**config.mk**
```make
export PLATFORM = sky130hd
export DESIGN_NAME = issue_dispatcher
export DESIGN_NICKNAME = d
export VERILOG_FILES = /design/src/rtl/issue_dispatcher.sv
export SDC_FILE = /design/constraint.sdc
export NUM_CORES = 1
export LEC_CHECK = 0
export ABC_AREA = 1
export CAP_MARGIN = 15
export CORE_ASPECT_RATIO = 1.4
export CORE_MARGIN = 4
export CORE_UTILIZATION = 30
export DETAILED_ROUTE_END_ITERATION = 16
export PLACE_DENSITY = 0.58
export SYNTH_ARGS = -nofsm -noshare
export SYNTH_HDL_FRONTEND = slang
export SYNTH_SLANG_ARGS = --single-unit
```
**constraint.sdc**
```tcl
create_clock -name clk_i -period 3.53 [get_ports clk_i]
set_input_delay 0.706 -clock clk_i [delete_from_list [all_inputs] [get_ports clk_i]]
set_output_delay 0.706 -clock clk_i [all_outputs]
set_load 0.005 [all_outputs]
```
**src/rtl/issue_dispatcher.sv**
```systemverilog
`default_nettype none
// ============================================================================
// Module      : issue_dispatcher
// Description : In-order issue stage. Accepts one packed instruction bundle
//               at a time from the instruction buffer and presents each
//               valid slot to its own execution lane. A slot is presented
//               once all three of the following hold:
//                 - its operands and rd are free in a 32-entry
//                   pending-destination scoreboard;
//                 - no older pending slot of the same bundle writes one of
//                   its registers;
//                 - every older pending slot fires in the same cycle.
//               Lane writebacks clear scoreboard entries.
// Ports       : clk_i, rst_ni        - clock, async active-low reset
//               bundle_*_i / bundle_ready_o - bundle handshake and contents
//               lane_*_o / lane_ready_i     - per-lane issue handshake
//               wb_valid_i, wb_rd_addr_i    - per-lane writeback
//               flush_i              - drop the held bundle
//               busy_o               - a bundle is being dispatched
//               scoreboard_o         - pending destination register bits
//               stall_cycles_o       - saturating count of no-issue cycles
// Revision    : 1.0 - initial release
// ============================================================================
module issue_dispatcher #(
  parameter int ISSUE_WIDTH = 4,
  parameter int INSTR_WIDTH = 32,
  parameter int STALL_CNT_W = 16
) (
  input  logic                             clk_i,
  input  logic                             rst_ni,
  input  logic                             bundle_valid_i,
  input  logic [ISSUE_WIDTH-1:0]           bundle_mask_i,
  input  logic [ISSUE_WIDTH*INSTR_WIDTH-1:0] bundle_instr_i,
  input  logic [ISSUE_WIDTH*5-1:0]         bundle_rs1_addr_i,
  input  logic [ISSUE_WIDTH*5-1:0]         bundle_rs2_addr_i,
  input  logic [ISSUE_WIDTH*5-1:0]         bundle_rd_addr_i,
  output logic                             bundle_ready_o,
  output logic [ISSUE_WIDTH-1:0]           lane_valid_o,
  output logic [ISSUE_WIDTH*INSTR_WIDTH-1:0] lane_instr_o,
  output logic [ISSUE_WIDTH*5-1:0]         lane_rd_addr_o,
  input  logic [ISSUE_WIDTH-1:0]           lane_ready_i,
  input  logic [ISSUE_WIDTH-1:0]           wb_valid_i,
  input  logic [ISSUE_WIDTH*5-1:0]         wb_rd_addr_i,
  input  logic                             flush_i,
  output logic                             busy_o,
  output logic [31:0]                      scoreboard_o,
  output logic [STALL_CNT_W-1:0]           stall_cycles_o
);

  localparam logic [STALL_CNT_W-1:0] C_STALL_ONE = {{(STALL_CNT_W-1){1'b0}}, 1'b1};

  typedef enum logic [0:0] {
    S_IDLE     = 1'b0,
    S_DISPATCH = 1'b1
  } state_t;

  state_t r_state;
  state_t w_state_nxt;

  logic [ISSUE_WIDTH-1:0] r_pending;
  logic [INSTR_WIDTH-1:0] r_instr [ISSUE_WIDTH];
  logic [4:0]             r_rs1   [ISSUE_WIDTH];
  logic [4:0]             r_rs2   [ISSUE_WIDTH];
  logic [4:0]             r_rd    [ISSUE_WIDTH];
  logic [31:0]            r_sb;
  logic [STALL_CNT_W-1:0] r_stall;

  logic [ISSUE_WIDTH-1:0] w_elig;
  logic [ISSUE_WIDTH-1:0] w_fire;
  logic [ISSUE_WIDTH-1:0] w_pending_left;
  logic [31:0]            w_sb_set;
  logic [31:0]            w_sb_clr;
  logic                   w_accept;

  // Eligibility is evaluated from slot 0 upward so that slot i can see
  // whether every older pending slot fires this cycle.
  always_comb begin : p_elig
    logic ok;
    w_elig = '0;
    w_fire = '0;
    ok     = 1'b0;
    for (int i = 0; i < ISSUE_WIDTH; i++) begin
      ok = r_pending[i] && !flush_i;
      if (r_rs1[i] != 5'd0 && r_sb[r_rs1[i]]) ok = 1'b0;
      if (r_rs2[i] != 5'd0 && r_sb[r_rs2[i]]) ok = 1'b0;
      if (r_rd[i]  != 5'd0 && r_sb[r_rd[i]])  ok = 1'b0;
      for (int j = 0; j < i; j++) begin
        // An older slot's rd blocks even if that slot fires now: the
        // scoreboard is registered, so there is no same-cycle forwarding.
        if (r_pending[j] && r_rd[j] != 5'd0 &&
            (r_rd[j] == r_rs1[i] || r_rd[j] == r_rs2[i] || r_rd[j] == r_rd[i]))
          ok = 1'b0;
        if (r_pending[j] && !w_fire[j]) ok = 1'b0;
      end
      w_elig[i] = ok;
      w_fire[i] = ok && lane_ready_i[i];
    end
  end

  assign w_pending_left = r_pending & ~w_fire;
  assign w_accept       = (r_state == S_IDLE) && bundle_valid_i && !flush_i;

  always_comb begin : p_sb_upd
    w_sb_set = '0;
    w_sb_clr = '0;
    for (int i = 0; i < ISSUE_WIDTH; i++) begin
      if (w_fire[i] && r_rd[i] != 5'd0) w_sb_set[r_rd[i]] = 1'b1;
      if (wb_valid_i[i] && wb_rd_addr_i[i*5 +: 5] != 5'd0)
        w_sb_clr[wb_rd_addr_i[i*5 +: 5]] = 1'b1;
    end
  end

  // State register
  always_ff @(posedge clk_i or negedge rst_ni) begin
    if (!rst_ni) r_state <= S_IDLE;
    else         r_state <= w_state_nxt;
  end

  // Next state and handshake outputs
  always_comb begin
    w_state_nxt    = r_state;
    bundle_ready_o = 1'b0;
    busy_o         = 1'b0;
    case (r_state)
      S_IDLE: begin
        bundle_ready_o = !flush_i;
        if (w_accept && (bundle_mask_i != '0)) w_state_nxt = S_DISPATCH;
      end
      S_DISPATCH: begin
        busy_o = 1'b1;
        if (flush_i || (w_pending_left == '0)) w_state_nxt = S_IDLE;
      end
      default: w_state_nxt = S_IDLE;
    endcase
  end

  // Held bundle and pending mask
  always_ff @(posedge clk_i or negedge rst_ni) begin
    if (!rst_ni) begin
      r_pending <= '0;
      for (int i = 0; i < ISSUE_WIDTH; i++) begin
        r_instr[i] <= '0;
        r_rs1[i]   <= '0;
        r_rs2[i]   <= '0;
        r_rd[i]    <= '0;
      end
    end else if (w_accept) begin
      r_pending <= bundle_mask_i;
      for (int i = 0; i < ISSUE_WIDTH; i++) begin
        r_instr[i] <= bundle_instr_i[i*INSTR_WIDTH +: INSTR_WIDTH];
        r_rs1[i]   <= bundle_rs1_addr_i[i*5 +: 5];
        r_rs2[i]   <= bundle_rs2_addr_i[i*5 +: 5];
        r_rd[i]    <= bundle_rd_addr_i[i*5 +: 5];
      end
    end else if (flush_i) begin
      r_pending <= '0;
    end else begin
      r_pending <= w_pending_left;
    end
  end

  // Scoreboard: a set from a firing slot overrides a same-cycle writeback clear.
  always_ff @(posedge clk_i or negedge rst_ni) begin
    if (!rst_ni) r_sb <= '0;
    else         r_sb <= (r_sb & ~w_sb_clr) | w_sb_set;
  end

  always_ff @(posedge clk_i or negedge rst_ni) begin
    if (!rst_ni)
      r_stall <= '0;
    else if (r_state == S_DISPATCH && w_fire == '0 && r_stall != '1)
      r_stall <= r_stall + C_STALL_ONE;
  end

  always_comb begin
    lane_instr_o   = '0;
    lane_rd_addr_o = '0;
    for (int i = 0; i < ISSUE_WIDTH; i++) begin
      if (r_pending[i]) begin
        lane_instr_o[i*INSTR_WIDTH +: INSTR_WIDTH] = r_instr[i];
        lane_rd_addr_o[i*5 +: 5]                   = r_rd[i];
      end
    end
  end

  assign lane_valid_o   = w_elig;
  assign scoreboard_o   = r_sb;
  assign stall_cycles_o = r_stall;

endmodule
`default_nettype wire

```
# Word-level counts from Yosys, hierarchy flattened
# Index checks and enable logic that the tools add are counted.
# word_totals
elab_cells,252
register_bits,241
out_inout_bits,202
in_bits,224
# classes
eq_ne,19
order_cmp,24
bitwise,12
mux,87
addsub,1
n_reduce_logical,89
# op_table
operator,count
32-bit 2-to-1 mux,12
32-bit OR,7
5-bit by 6-bit < comparator with 1-bit output (second input constant),16
5-bit == test,18
5-bit nonzero test,16
1-bit binary-select mux with 5-bit select,12
1-bit logical AND,53
1-bit 2-to-1 mux,48
1-bit demux with 5-bit select,8
5-bit by 1-bit >= comparator with 1-bit output (second input constant),8
32-bit AND,1
32-bit NOT,1
5-bit 2-to-1 mux,4
16-bit by 1-bit adder with 16-bit output (second input constant),1
16-bit inequality test (second input constant),1
1-bit logical OR,13
4-bit logical NOT,2
4-bit 2-to-1 mux,2
4-bit AND,1
1-bit logical NOT,4
4-bit NOT,1
4-bit nonzero test,1
1-bit one-hot mux with 2 select lines,1
1-bit NOT,1

# Depth between registers and ports, before layout
# Gate-level depths: netlist of run 1.
# depth
depth_word,25
depth_mapped,24
mapped_depth_nobuf,22

# Worst setup path before layout of run 1
# Ideal clock, no wire load.
# synth_timing
kind,register to output
start,reg r_rd[15] (netlist name)
end,out lane_valid_o[3]
t_arrival_ns,2.136
slack_ns,0.688
required_ns,2.824
stages_incl_launch_ff,21
path_buffers,3
path_cell_list,dfrtp_1 -> buf_4 -> buf_2 -> nand2_1 -> o21ai_0 -> nand2_1 -> nand2_1 -> nand2_1 -> nand2_1 -> nor2_1 -> nand2_1 -> a21oi_2 -> nand3_2 -> nand2_4 -> nand2_1 -> nor2_2 -> nand3_4 -> nand2_4 -> inv_1 -> nor3_1 -> buf_4
# synth_via
elab_chain_len,16
elab_cells_between_ends,45
cone_classes,eq/ne: 9; mux: 15; reduce/logical: 21
# synth_lines
item,line_no,text
"start, declared",64,logic [4:0] r_rd [ISSUE_WIDTH];
"start signal, assigned by index",153,r_rd[i] <= bundle_rd_addr_i[i*5 +: 5];
1-bit binary-select mux with 5-bit select,86,if (r_rd[i] != 5'd0 && r_sb[r_rd[i]]) ok = 1'b0;
1-bit 2-to-1 mux (implied by the code),86,
1-bit logical AND,86,
1-bit 2-to-1 mux,86,
1-bit logical AND,96,w_fire[i] = ok && lane_ready_i[i];
1-bit logical NOT,93,if (r_pending[j] && !w_fire[j]) ok = 1'b0;
1-bit logical AND,93,
1-bit 2-to-1 mux,93,
1-bit logical AND,96,
1-bit logical NOT,93,
1-bit logical AND,93,
1-bit 2-to-1 mux,93,
1-bit logical AND,96,
1-bit logical NOT,93,
1-bit logical AND,93,
1-bit 2-to-1 mux *,93,
"end, declared",38,"output logic [ISSUE_WIDTH-1:0] lane_valid_o,"
# Mark *: on every way between the ends. The rest lies on a longest branch, timed or not. The select of a mux whose other input is x is not followed.

# Worst setup path in the final report of run 1
# layout_timing
start,"reg r_sb[28], in the netlist scoreboard_o[28]"
end,out lane_valid_o[3]
# layout_via
elab_chain_len,18
elab_cells_between_ends,69
cone_classes,mux: 48; reduce/logical: 21
# layout_lines
item,line_no,text
"start, declared",65,logic [31:0] r_sb;
"start signal, assigned",165,else r_sb <= (r_sb & ~w_sb_clr) | w_sb_set;
1-bit binary-select mux with 5-bit select,84,if (r_rs1[i] != 5'd0 && r_sb[r_rs1[i]]) ok = 1'b0;
1-bit 2-to-1 mux (implied by the code),84,
1-bit logical AND,84,
1-bit 2-to-1 mux,84,
1-bit 2-to-1 mux,85,if (r_rs2[i] != 5'd0 && r_sb[r_rs2[i]]) ok = 1'b0;
1-bit 2-to-1 mux,86,
1-bit logical AND,96,
1-bit logical NOT,93,
[... 2 more ...],-,
1-bit logical AND,96,
1-bit logical NOT,93,
1-bit logical AND,93,
1-bit 2-to-1 mux,93,
1-bit logical AND,96,
1-bit logical NOT,93,
1-bit logical AND,93,
1-bit 2-to-1 mux *,93,
# Marks and branches as above.

==> run_results.csv, run 1 <==
group,metric,value,unit
outcome,status,"finished, violations left",
outcome,violations,"setup timing",
drt,wl_per_cell,22.23,um
final_layout,fin_nets,3702,
clocking,cts.sinks,241,
worst_setup_path,r2r-end,"scoreboard_o[7]$_DFF_PN0_",
synthesis,synth-async-reset-ratio,100.0,%
final_layout,final_area,26500,um2
worst_setup_path,worstPathMaxFanout,5,
clocking,numCtsBuffers,29,
clocking,cts-root-buf,"clkbuf_16",
die,die_w,214.4,um
final_layout,drive_above_1_share,13.83,%
worst_setup_path,critical-path-max-stage-delay,0.48,ns
sta,slew_violations,0,
drt,ant_nets,0,
final_layout,seq_area,6052,um2
global_route,grt.overflow.total,0,
worst_setup_path,path_cells,"buf_12 -> clkinvlp_4 -> buf_6 -> nand2_1 -> nand3_1 -> nand3_1 -> nand3_1 -> nand2_1 -> nand2_1 -> nand2_1 -> nand2_1 -> nand4_1 -> nor2_1 -> nand2_2 -> nor2_4 -> nand3_4 -> nand2_4 -> inv_4 -> nor3_4 -> buf_2",
worst_setup_path,timing.rr.start,"r_rd[15]$_DFFE_PN0P_",
flow_run,maxCapViolations,0,
clocking,holdBufCountCts,0,
worst_setup_path,startpoint_type,"flop",
sta,grt_setup_unrepaired,"true",
final_layout,area.growth.synth_to_final,48.11,%
drt,drt_first_pass_iters,8,
sta,skew,0.02960,ns
power_and_ir_drop,vdd_drop_max,0.3769,mV
drt,drt-total-wl,94480,um
worst_setup_path,crit_end,"lane_valid_o[3]",
worst_setup_path,required,2.82,ns
worst_setup_path,cp_common_cell,"nand2_1",
worst_setup_path,cpMaxStageDelayCell,"dfrtp_2",
synthesis,synth_area_leaders,"dfrtp_1 34%, nand2_1 25%, inv_1 6.5%, o21ai_0 4.6%, nand3_1 4.1%",
placement,io_buffer_count,425,
global_route,grt_usage,28.34,%
placement,dp_slack,-0.2987,ns
global_route,grt_max_degree,128,
global_route,antenna_found_initial,8,
sta,fin_crit_sh,103.6,%
sta,worst_slew_pin_slew,0.8118,ns
synthesis,synth-edff-count,0,
synthesis,synth_cell_types,57,
synthesis,synth_top_area_share,33.71,%
worst_setup_path,end_kind,"output pin",
worst_setup_path,crit_type,"reg2out",
final_layout,multi_input_area,9971,um2
sta,period_minus_slack,3.657,ns
sta,holdWs,0.1058,ns
placement,hpwl,73470,um
synthesis,netlist_area,17890,um2
clocking,cts.path.max_buffers,3,
worst_setup_path,worst_ep_arrival_time,2.95,ns
clocking,h-tree-depth,1,
sta,finalSetupViolCount,2,
sta,maxSlewHeadroom,45.31,%
die,die_y,297.0,um
worst_setup_path,rrSetupSlack,0.28,ns
sta,fmax,273.4,MHz
synthesis,synth_top_area_cell,"dfrtp_1",
final_layout,fillCellCount,6192,
final_layout,final_cell_mix,"1194 x nand2_1, 420 x clkdlybuf4s50_1, 303 x inv_1",
die,ios,426,
synthesis,ys_seq_area_share,33.71,%
power_and_ir_drop,power,12.48,mW
die,die_area,63670,um2
sta,setup-tns-final,-0.2068,ns
synthesis,synth_ff_type,"dfrtp_1",
sta,finalHoldViolCount,0,
power_and_ir_drop,power.density,470.8,nW/um2
drt,drc,0,
die,rows,105,
final_layout,final_common_cell,"nand2_1",
global_route,grt_pass1_wl,139800,um
synthesis,yosys_register_bits,241,
worst_hold_path,holdCritPathClass,"in2async",
clocking,clk_latency,0.60,ns
clocking,path_clk_slew,0.07,ns
worst_setup_path,startpoint,"scoreboard_o[28]$_DFF_PN0_",
sta,timing.final.ws_setup,-0.1270,ns
global_route,grt_pass1_vias,22078,
die,start_util,30.40,%
worst_setup_path,rr_worst_depth,21,
synthesis,yosysWarnings,0,
synthesis,syn_inst,2858,
drt,via_per_inst,5.209,
drt,drtIter0Drc,2023,
placement,place_area,25110,um2
synthesis,postSynthAreaPerCell,6.260,um2
die,core_area,58860,um2
placement,gp_congestion,1.032,
clocking,cts_tree,"built",
power_and_ir_drop,p_leak,13.38,nW
drt,vias,22144,
synthesis,syn_nets,3083,
[report_power, final]
group	switching, mW	internal, mW
Combinational	3.17	2.26
Clock	1.34	1.99
Sequential	0.480	3.24
Total	4.98	7.49
[registers in the layout (all words and copies together), names as in the netlist]
signal / flops
r_rs2: 20
scoreboard_o: 32
stall_cycles_o: 16
r_instr: 128
r_state: 1
r_pending: 4
r_rs1: 20
r_rd: 20
[logic make-up after synthesis]
| group | count (synthesis) | share of synthesized area [%] |
|---|---|---|
| fa+ha+maj | 1 | 0.06992 |
| buf+inv | 504 | 11.41 |
| flops | 241 | 33.71 |
| xor+xnor | 55 | 2.692 |
| compound gates | 461 | 15.76 |
| simple gates | 1596 | 36.36 |
[area by class of cell]
| type | instances | area share (%) |
|---|---|---|
| sequential | 241 | 22.84 |
| clock buffer | 37 | 3.078 |
| inverter | 347 | 5.132 |
| timing repair buffer | 745 | 26.94 |
| antenna | 3 | 0.02833 |
| clock inverter | 16 | 0.8215 |
| multi-input combinational | 2113 | 37.63 |
| tap | 749 | 3.536 |
[layer usage]
layer / vias to the layer above / GRT usage (%) / routed length (um)
met2: 1138 / 49.09 / 45060
met4: 6 / 17.79 / 7357
met1: 10254 / 31.50 / 34610
li1: 10405 / - / -
met3: 341 / 6.237 / 7409
met5: - / 0 / 41
[worst min path at each step]
stage	slack [ns]	depth (start not counted)	endpoint
after global routing	0.17	1	r_rs2[17]$_DFFE_PN0P_
after global placement	0.46	2	r_instr[31]$_DFFE_PN0P_
after detailed placement	0.47	2	r_instr[34]$_DFFE_PN0P_
after CTS	0.14	1	r_rs2[17]$_DFFE_PN0P_
final	0.11	1	r_rs1[17]$_DFFE_PN0P_
after floorplan	0.41	0	r_instr[0]$_DFFE_PN0P_
[repair_timing]
item	4_1_cts	5_1_grt
buffers inserted	7	1
pin swaps	19	12
gates cloned	2	0
resized for setup	82	19
endpoints found under the setup margin	4	4
[cell usage after synthesis (4+ instances only)]
cell type,instances
a2111oi_0,5
buf_4,11
nor2_2,5
nor4_1,5
xnor2_1,29
buf_2,51
nand3_4,4
o21ai_1,31
o2111ai_1,4
nand3_1,145
a22oi_1,9
o211ai_1,21
o221ai_1,31
a41oi_1,13
o211ai_2,4
nand2_1,1207
a221oi_1,11
nor2_1,117
inv_2,12
a21oi_1,81
nand3b_1,4
clkinv_1,21
o21ai_0,166
xor2_1,26
buf_1,5
nand4_1,26
inv_1,311
nor3_1,65
o22ai_1,37
dfrtp_1,241
nand2_2,4
a211oi_1,5
a31oi_1,26
buf_6,5
clkbuf_1,84
[worst max-delay path: cells and delay by family, from the launching register on]
kind                   cells  cell delay [ns]
buffers and inverters      5             0.62
AND/OR/NAND/NOR           15             1.26
flip-flops                 1             0.48
[per-stage QoR]
stage | utilization, % | cells
2_1_floorplan | - | 2858
3_3_place_gp | 42.67 | 4185
3_5_place_dp | 42.67 | 4185
4_1_cts | 44.90 | 4247
5_1_grt | 45.02 | 4249
6_report | 45.03 | 4251
(Power assumes the default switching activity.)
==> run 2: changes to the inputs <==
--- a/config.mk
+++ b/config.mk
@@ -5,13 +5,12 @@
 export SDC_FILE = /design/constraint.sdc
 export NUM_CORES = 1
 export LEC_CHECK = 0
-export ABC_AREA = 1
 export CAP_MARGIN = 15
 export CORE_ASPECT_RATIO = 1.4
 export CORE_MARGIN = 4
 export CORE_UTILIZATION = 30
 export DETAILED_ROUTE_END_ITERATION = 16
-export PLACE_DENSITY = 0.58
+export PLACE_DENSITY = 0.53
 export SYNTH_ARGS = -nofsm -noshare
 export SYNTH_HDL_FRONTEND = slang
 export SYNTH_SLANG_ARGS = --single-unit
==> run_results.csv, run 2 <==
group,metric,value,unit
outcome,status,"finished, violations left",
outcome,violations,"setup timing",
synthesis,synth_ff_type,"dfrtp_1",
clocking,cts.path.max_buffers,3,
worst_setup_path,worstPathMaxFanout,5,
worst_setup_path,r2r-end,"scoreboard_o[14]$_DFF_PN0_",
final_layout,fin_cells,3132,
clocking,holdBufCountCts,0,
final_layout,final_util,47.24,%
clocking,h-tree-depth,1,
sta,finalSetupViolCount,34,
worst_setup_path,path_cells,"buf_12 -> buf_4 -> mux4_2 -> mux4_2 -> a221oi_2 -> a21boi_2 -> nand3b_1 -> nor2_2 -> buf_2",
clocking,path_clk_slew,0.06,ns
drt,vias,17081,
drt,wl_met3,7013,um
sta,fmax,249.1,MHz
synthesis,synth_area_leaders,"dfrtp_1 36%, mux2_2 13%, mux4_2 7.6%, and2_1 5.7%, mux2i_1 4.2%",
synthesis,yosys_register_bits,241,
drt,highest_layer,"met5",
power_and_ir_drop,power.density,490.7,nW/um2
drt,drtIter0Drc,1175,
global_route,antenna_found_initial,7,
synthesis,yosysMostFrequentCell,"dfrtp_1",
synthesis,syn_nets,1918,
die,core_area,55520,um2
global_route,grt_pass1_vias,18226,
die,start_util,30.45,%
die,die_area,60260,um2
synthesis,synth_common_cells,"241 x dfrtp_1, 195 x mux2_2, 155 x and2_1, 112 x clkbuf_1, 85 x nand2_1",
clocking,numCtsBuffers,29,
final_layout,fin_nets,2603,
placement,dp.cells,3041,
synthesis,postSynthAreaPerCell,9.984,um2
final_layout,drive_above_1_share,34.46,%
synthesis,netlist_area,16900,um2
drt,drt-total-wl,85080,um
worst_setup_path,end_kind,"output pin",
clocking,cts-root-buf,"clkbuf_16",
final_layout,area.growth.synth_to_final,55.16,%
synthesis,synth_top_area_cell,"dfrtp_1",
worst_setup_path,cpMaxStageDelayCell,"mux4_2",
synthesis,ys_seq_area_share,35.68,%
placement,gp_congestion,1.032,
synthesis,yosysWarnings,0,
worst_setup_path,rr_worst_depth,14,
worst_setup_path,required,2.82,ns
power_and_ir_drop,p_leak,10.62,nW
sta,fin_crit_sh,113.7,%
worst_setup_path,crit_buf_inv,3,
power_and_ir_drop,vdd_drop_max,0.4076,mV
drt,drc,0,
global_route,grt.overflow.total,0,
drt,via_per_inst,5.454,
synthesis,synth_cell_types,72,
sta,slew_violations,0,
clocking,cts.sinks,241,
worst_setup_path,rrSetupSlack,-0.28,ns
final_layout,largest_reg_flops,128,
drt,drt_first_pass_iters,6,
clocking,cts_tree,"built",
flow_run,maxCapViolations,0,
global_route,grt_max_degree,87,
sta,timing.final.ws_setup,-0.4838,ns
global_route,grt_pass1_wl,123400,um
drt,wl_met1,30680,um
sta,maxSlewHeadroom,13.07,%
final_layout,fillCellCount,5301,
sta,setup-tns-final,-6.126,ns
sta,finalHoldViolCount,0,
drt,met2WireLength,41750,um
worst_setup_path,startpoint_type,"flop",
die,die_w,208.6,um
sta,worst_slew_pin_slew,1.301,ns
final_layout,final_cell_mix,"420 x clkdlybuf4s50_1, 332 x buf_4, 215 x dfrtp_1",
synthesis,synth-async-reset-ratio,100.0,%
sta,period_minus_slack,4.014,ns
worst_hold_path,holdCritPathClass,"in2async",
worst_setup_path,timing.rr.start,"scoreboard_o[19]$_DFF_PN0_",
global_route,grt_usage,27.17,%
die,ios,426,
worst_setup_path,critical-path-max-stage-delay,0.53,ns
sta,grt_setup_unrepaired,"true",
synthesis,synth_top_area_share,35.68,%
drt,ant_nets,0,
final_layout,final_common_cell,"clkdlybuf4s50_1",
die,rows,102,
synthesis,syn_inst,1693,
worst_setup_path,cp_common_cell,"mux4_2",
placement,hpwl,67150,um
worst_setup_path,crit_type,"reg2out",
worst_setup_path,cp_top_family,"multiplexers",
clocking,clk_latency,0.61,ns
drt,wl_per_cell,27.16,um
synthesis,synth-edff-count,0,
die,die_y,288.9,um
sta,skew,0.03621,ns
worst_setup_path,worst_ep_arrival_time,3.31,ns
placement,io_buffer_count,425,
final_layout,top_register,"r_instr",
==> run 2: changes by cell type after synthesis, sizes merged, moves of 26 or more <==
cell and delta:
a21oi -48, o21ai -118, and2 +153, nor3 -29
nor2 -62, clkbuf +27, nand3 -73, nand2 -1129
inv -301, mux2i +71, mux4 +57, nand2b +28
xnor2 +26, mux2 +197
==> run 2: routing by layer <==
layer  vias to the layer above  track usage (%)
met3                       256            6.629
met1                      8395            30.56
met5                         -                0
met2                       926            48.01
li1                       7500                -
met4                         4            13.84
==> run 2: final cells by class <==
type / count / area (um2) / share of cell area, %
tap: 728 / 910.9 / 3.473
clock inverter: 15 / 108.9 / 0.4150
timing repair buffer: 825 / 7775 / 29.64
inverter: 23 / 86.33 / 0.3292
clock buffer: 38 / 799.5 / 3.048
multi-input combinational: 1258 / 10470 / 39.93
antenna: 4 / 10.01 / 0.03816
sequential: 241 / 6063 / 23.12
==> run 2: stage by stage <==
stage / worst slack, ns / area (um2) / hold WS [ns] / power [mW]
2_1_floorplan: 0.3432 / 16900 / 0.4104 / 6.539
3_5_place_dp: -0.5023 / 24450 / 0.4882 / 9.620
3_3_place_gp: -0.4916 / 24450 / 0.4819 / 9.570
5_1_grt: -0.5408 / 26220 / 0.1377 / 13.48
6_report: -0.4838 / 26230 / 0.08922 / 12.87
4_1_cts: -0.4548 / 25830 / 0.1354 / 12.82
==> run 2: power by group <==
part | total [mW] | switching, mW | internal [mW] | leakage (nW)
combinational | 5.86 | 2.72 | 3.14 | 7.27
sequential | 4.03 | 0.683 | 3.35 | 2.90
clock | 2.98 | 1.37 | 1.61 | 0.446
total | 12.9 | 4.77 | 8.10 | 10.6
==> run 2: kinds of logic after synthesis <==
group	share of synthesized area, %
multiplexers	24.92
XOR/XNOR	5.389
adder cells (fa/ha/maj)	0.07401
buffers and inverters	4.715
AND/OR/NAND/NOR	18.13
flip-flops	35.68
AO/OA/AOI/OAI	11.09
==> run 2: what timing repair did <==
action | CTS | global route
gates resized for setup | 131 | 51
buffers inserted | 23 | 20
endpoints found under the setup margin | 49 | 51
gates cloned | 0 | 1
pin swaps | 30 | 24
==> run 2: worst max path at each step <==
stage	startpoint	endpoint	slack (ns)	depth (start not counted)
2_1_floorplan	r_rs1[0]$_DFFE_PN0P_	stall_cycles_o[1]$_DFFE_PN0P_	0.34	10
4_1_cts	r_rs1[10]$_DFFE_PN0P_	lane_valid_o[3]	-0.45	10
6_report	scoreboard_o[19]$_DFF_PN0_	lane_valid_o[3]	-0.48	9
3_3_place_gp	scoreboard_o[24]$_DFF_PN0_	scoreboard_o[10]$_DFF_PN0_	-0.49	15
5_1_grt	scoreboard_o[1]$_DFF_PN0_	lane_valid_o[3]	-0.54	11
3_5_place_dp	flush_i	lane_valid_o[2]	-0.50	11
==> run 2: worst reg2reg max path, stage by stage (launching register included) <==
cell	delay [ns]
dfrtp_1	0.42
buf_12	0.14
buf_4	0.14
mux4_2	0.45
mux4_2	0.53
a221oi_2	0.36
buf_4	0.18
nand2_1	0.12
or3b_4	0.48
buf_6	0.17
nor3_4	0.11
buf_6	0.18
a221oi_2	0.07
o21ai_1	0.19
buf_4	0.17
==> run 3: changes to the inputs <==
--- a/config.mk
+++ b/config.mk
@@ -7,7 +7,7 @@
 export LEC_CHECK = 0
 export CAP_MARGIN = 15
 export CORE_ASPECT_RATIO = 1.4
-export CORE_MARGIN = 4
+export CORE_MARGIN = 10
 export CORE_UTILIZATION = 30
 export DETAILED_ROUTE_END_ITERATION = 16
 export PLACE_DENSITY = 0.53
==> run_results.csv, run 3 (synthesis results as in run 2) <==
group,metric,value,unit
worst_setup_path,end_kind,"output pin",
outcome,status,"finished, violations left",
placement,dp.cells,3008,
final_layout,area.growth.synth_to_final,53.68,%
sta,fin_crit_sh,115.3,%
sta,skew,0.02312,ns
final_layout,seq_area,6056,um2
die,die_w,220.6,um
die,start_util,30.45,%
drt,wl_met1,31030,um
drt,wl_per_cell,28.43,um
drt,drt_first_pass_iters,5,
drt,vias,16867,
drt,drt-total-wl,87870,um
final_layout,fillCellCount,5336,
drt,highest_layer,"met5",
final_layout,drive_above_1_share,33.02,%
power_and_ir_drop,power,12.89,mW
placement,hpwl,69670,um
final_layout,fin_cells,3091,
die,die_area,66370,um2
global_route,grt_usage,25.70,%
drt,drc,0,
placement,io_buffer_count,425,
die,rows,102,
sta,finalHoldViolCount,0,
final_layout,multi_input_area,10510,um2
sta,grt_setup_unrepaired,"true",
clocking,h-tree-depth,1,
placement,dp_slack,-0.9074,ns
global_route,grt_pass1_wl,126400,um
final_layout,final_cell_mix,"420 x clkdlybuf4s50_1, 297 x buf_4, 221 x dfrtp_1",
worst_hold_path,holdCritPathClass,"in2async",
worst_setup_path,crit_type,"reg2out",
final_layout,largest_reg_flops,128,
global_route,grt_max_degree,86,
sta,finalSetupViolCount,35,
sta,fmax,245.6,MHz
power_and_ir_drop,vdd_drop_max,0.4019,mV
final_layout,fin_nets,2564,
clocking,numCtsBuffers,29,
outcome,violations,"setup timing",
worst_setup_path,startpoint_type,"flop",
placement,gp_congestion,1.019,
die,ios,426,
placement,place_area,24190,um2
final_layout,top_register,"r_instr",
global_route,antenna_found_initial,12,
worst_setup_path,worstPathMaxFanout,8,
clocking,cts.sinks,241,
drt,met2WireLength,44290,um
drt,wl_met3,7156,um
drt,drtIter0Drc,1206,
sta,period_minus_slack,4.072,ns
worst_setup_path,rr_worst_depth,15,
worst_setup_path,worst_ep_arrival_time,3.37,ns
sta,setup-tns-final,-8.327,ns
worst_setup_path,required,2.82,ns
drt,via_per_inst,5.457,
power_and_ir_drop,power.density,496.0,nW/um2
global_route,grt.overflow.total,0,
die,die_y,300.9,um
die,core_area,55520,um2
sta,holdWs,0.006318,ns
clocking,cts-root-buf,"clkbuf_16",
flow_run,maxCapViolations,0,
sta,timing.final.ws_setup,-0.5418,ns
drt,ant_nets,0,
clocking,path_clk_slew,0.07,ns
global_route,grt_pass1_vias,18054,
final_layout,final_util,46.79,%
final_layout,final_common_cell,"clkdlybuf4s50_1",
sta,maxSlewHeadroom,28.17,%
power_and_ir_drop,p_leak,10.45,nW
sta,worst_slew_pin_slew,1.075,ns
clocking,cts.path.max_buffers,3,
clocking,cts_tree,"built",
sta,slew_violations,0,
clocking,clk_latency,0.61,ns
final_layout,final_area,25980,um2
## run 3: cell types whose count changed in the layout (fill, tap and decap cells not counted), moves of 4 or more
cell / change
buf_4: -35
dfrtp_1: +6
dfrtp_2: -6
buf_6: -4
o21ai_1: -4
o21ai_2: +4
## run 3: final timing paths
kind                                               startpoint                             end  slack [ns]
worst min register to register  stall_cycles_o[6]$_DFFE_PN0P_   stall_cycles_o[6]$_DFFE_PN0P_        0.49
max in group asynchronous                              rst_ni          r_instr[1]$_DFFE_PN0P_        2.54
min in group clk_i              stall_cycles_o[6]$_DFFE_PN0P_   stall_cycles_o[6]$_DFFE_PN0P_        0.49
worst min-delay path                                   rst_ni  stall_cycles_o[10]$_DFFE_PN0P_       0.006
worst max-delay path               scoreboard_o[15]$_DFF_PN0_                 lane_valid_o[3]       -0.54
worst max register to register     scoreboard_o[13]$_DFF_PN0_      scoreboard_o[20]$_DFF_PN0_       -0.32
## run 3: per-layer routing
layer / up-vias / global-route usage, %
met1: 8376 / 27.44
li1: 7431 / -
met4: 22 / 13.52
met3: 236 / 7.266
met5: - / 0
met2: 802 / 44.98
## run 3: power breakdown
group / total, mW / internal (mW) / switching [mW]
logic: 5.78 / 3.05 / 2.74
registers: 4.02 / 3.34 / 0.671
clock network: 3.09 / 1.70 / 1.38
## run 3: timing repair
| item | in CTS | in global routing |
|---|---|---|
| pin swaps | 29 | 20 |
| hold endpoints to repair | 0 | 0 |
| hold buffers | 0 | 0 |
| resized for setup | 141 | 39 |
| cloned | 0 | 1 |
| setup buffers | 29 | 10 |
| setup endpoints to repair | 52 | 52 |
## run 3: critical path, cell delays in order, from the launching register on
cell	delay, ns
dfrtp_2	0.54
mux4_2	0.51
mux2_2	0.27
and3_1	0.20
nor4b_1	0.28
and4b_1	0.28
a21boi_1	0.08
nand3b_1	0.25
nor2_4	0.20
buf_2	0.15
## run 3: layout make-up
| class | count | share of cell area [%] |
|---|---|---|
| Inverter | 23 | 0.3323 |
| Multi-Input combinational cell | 1258 | 40.46 |
| Tap cell | 728 | 3.506 |
| Clock buffer | 41 | 3.160 |
| Antenna cell | 1 | 0.009633 |
| Clock inverter | 13 | 0.4768 |
| Sequential cell | 241 | 23.31 |
| Timing Repair Buffer | 786 | 28.74 |
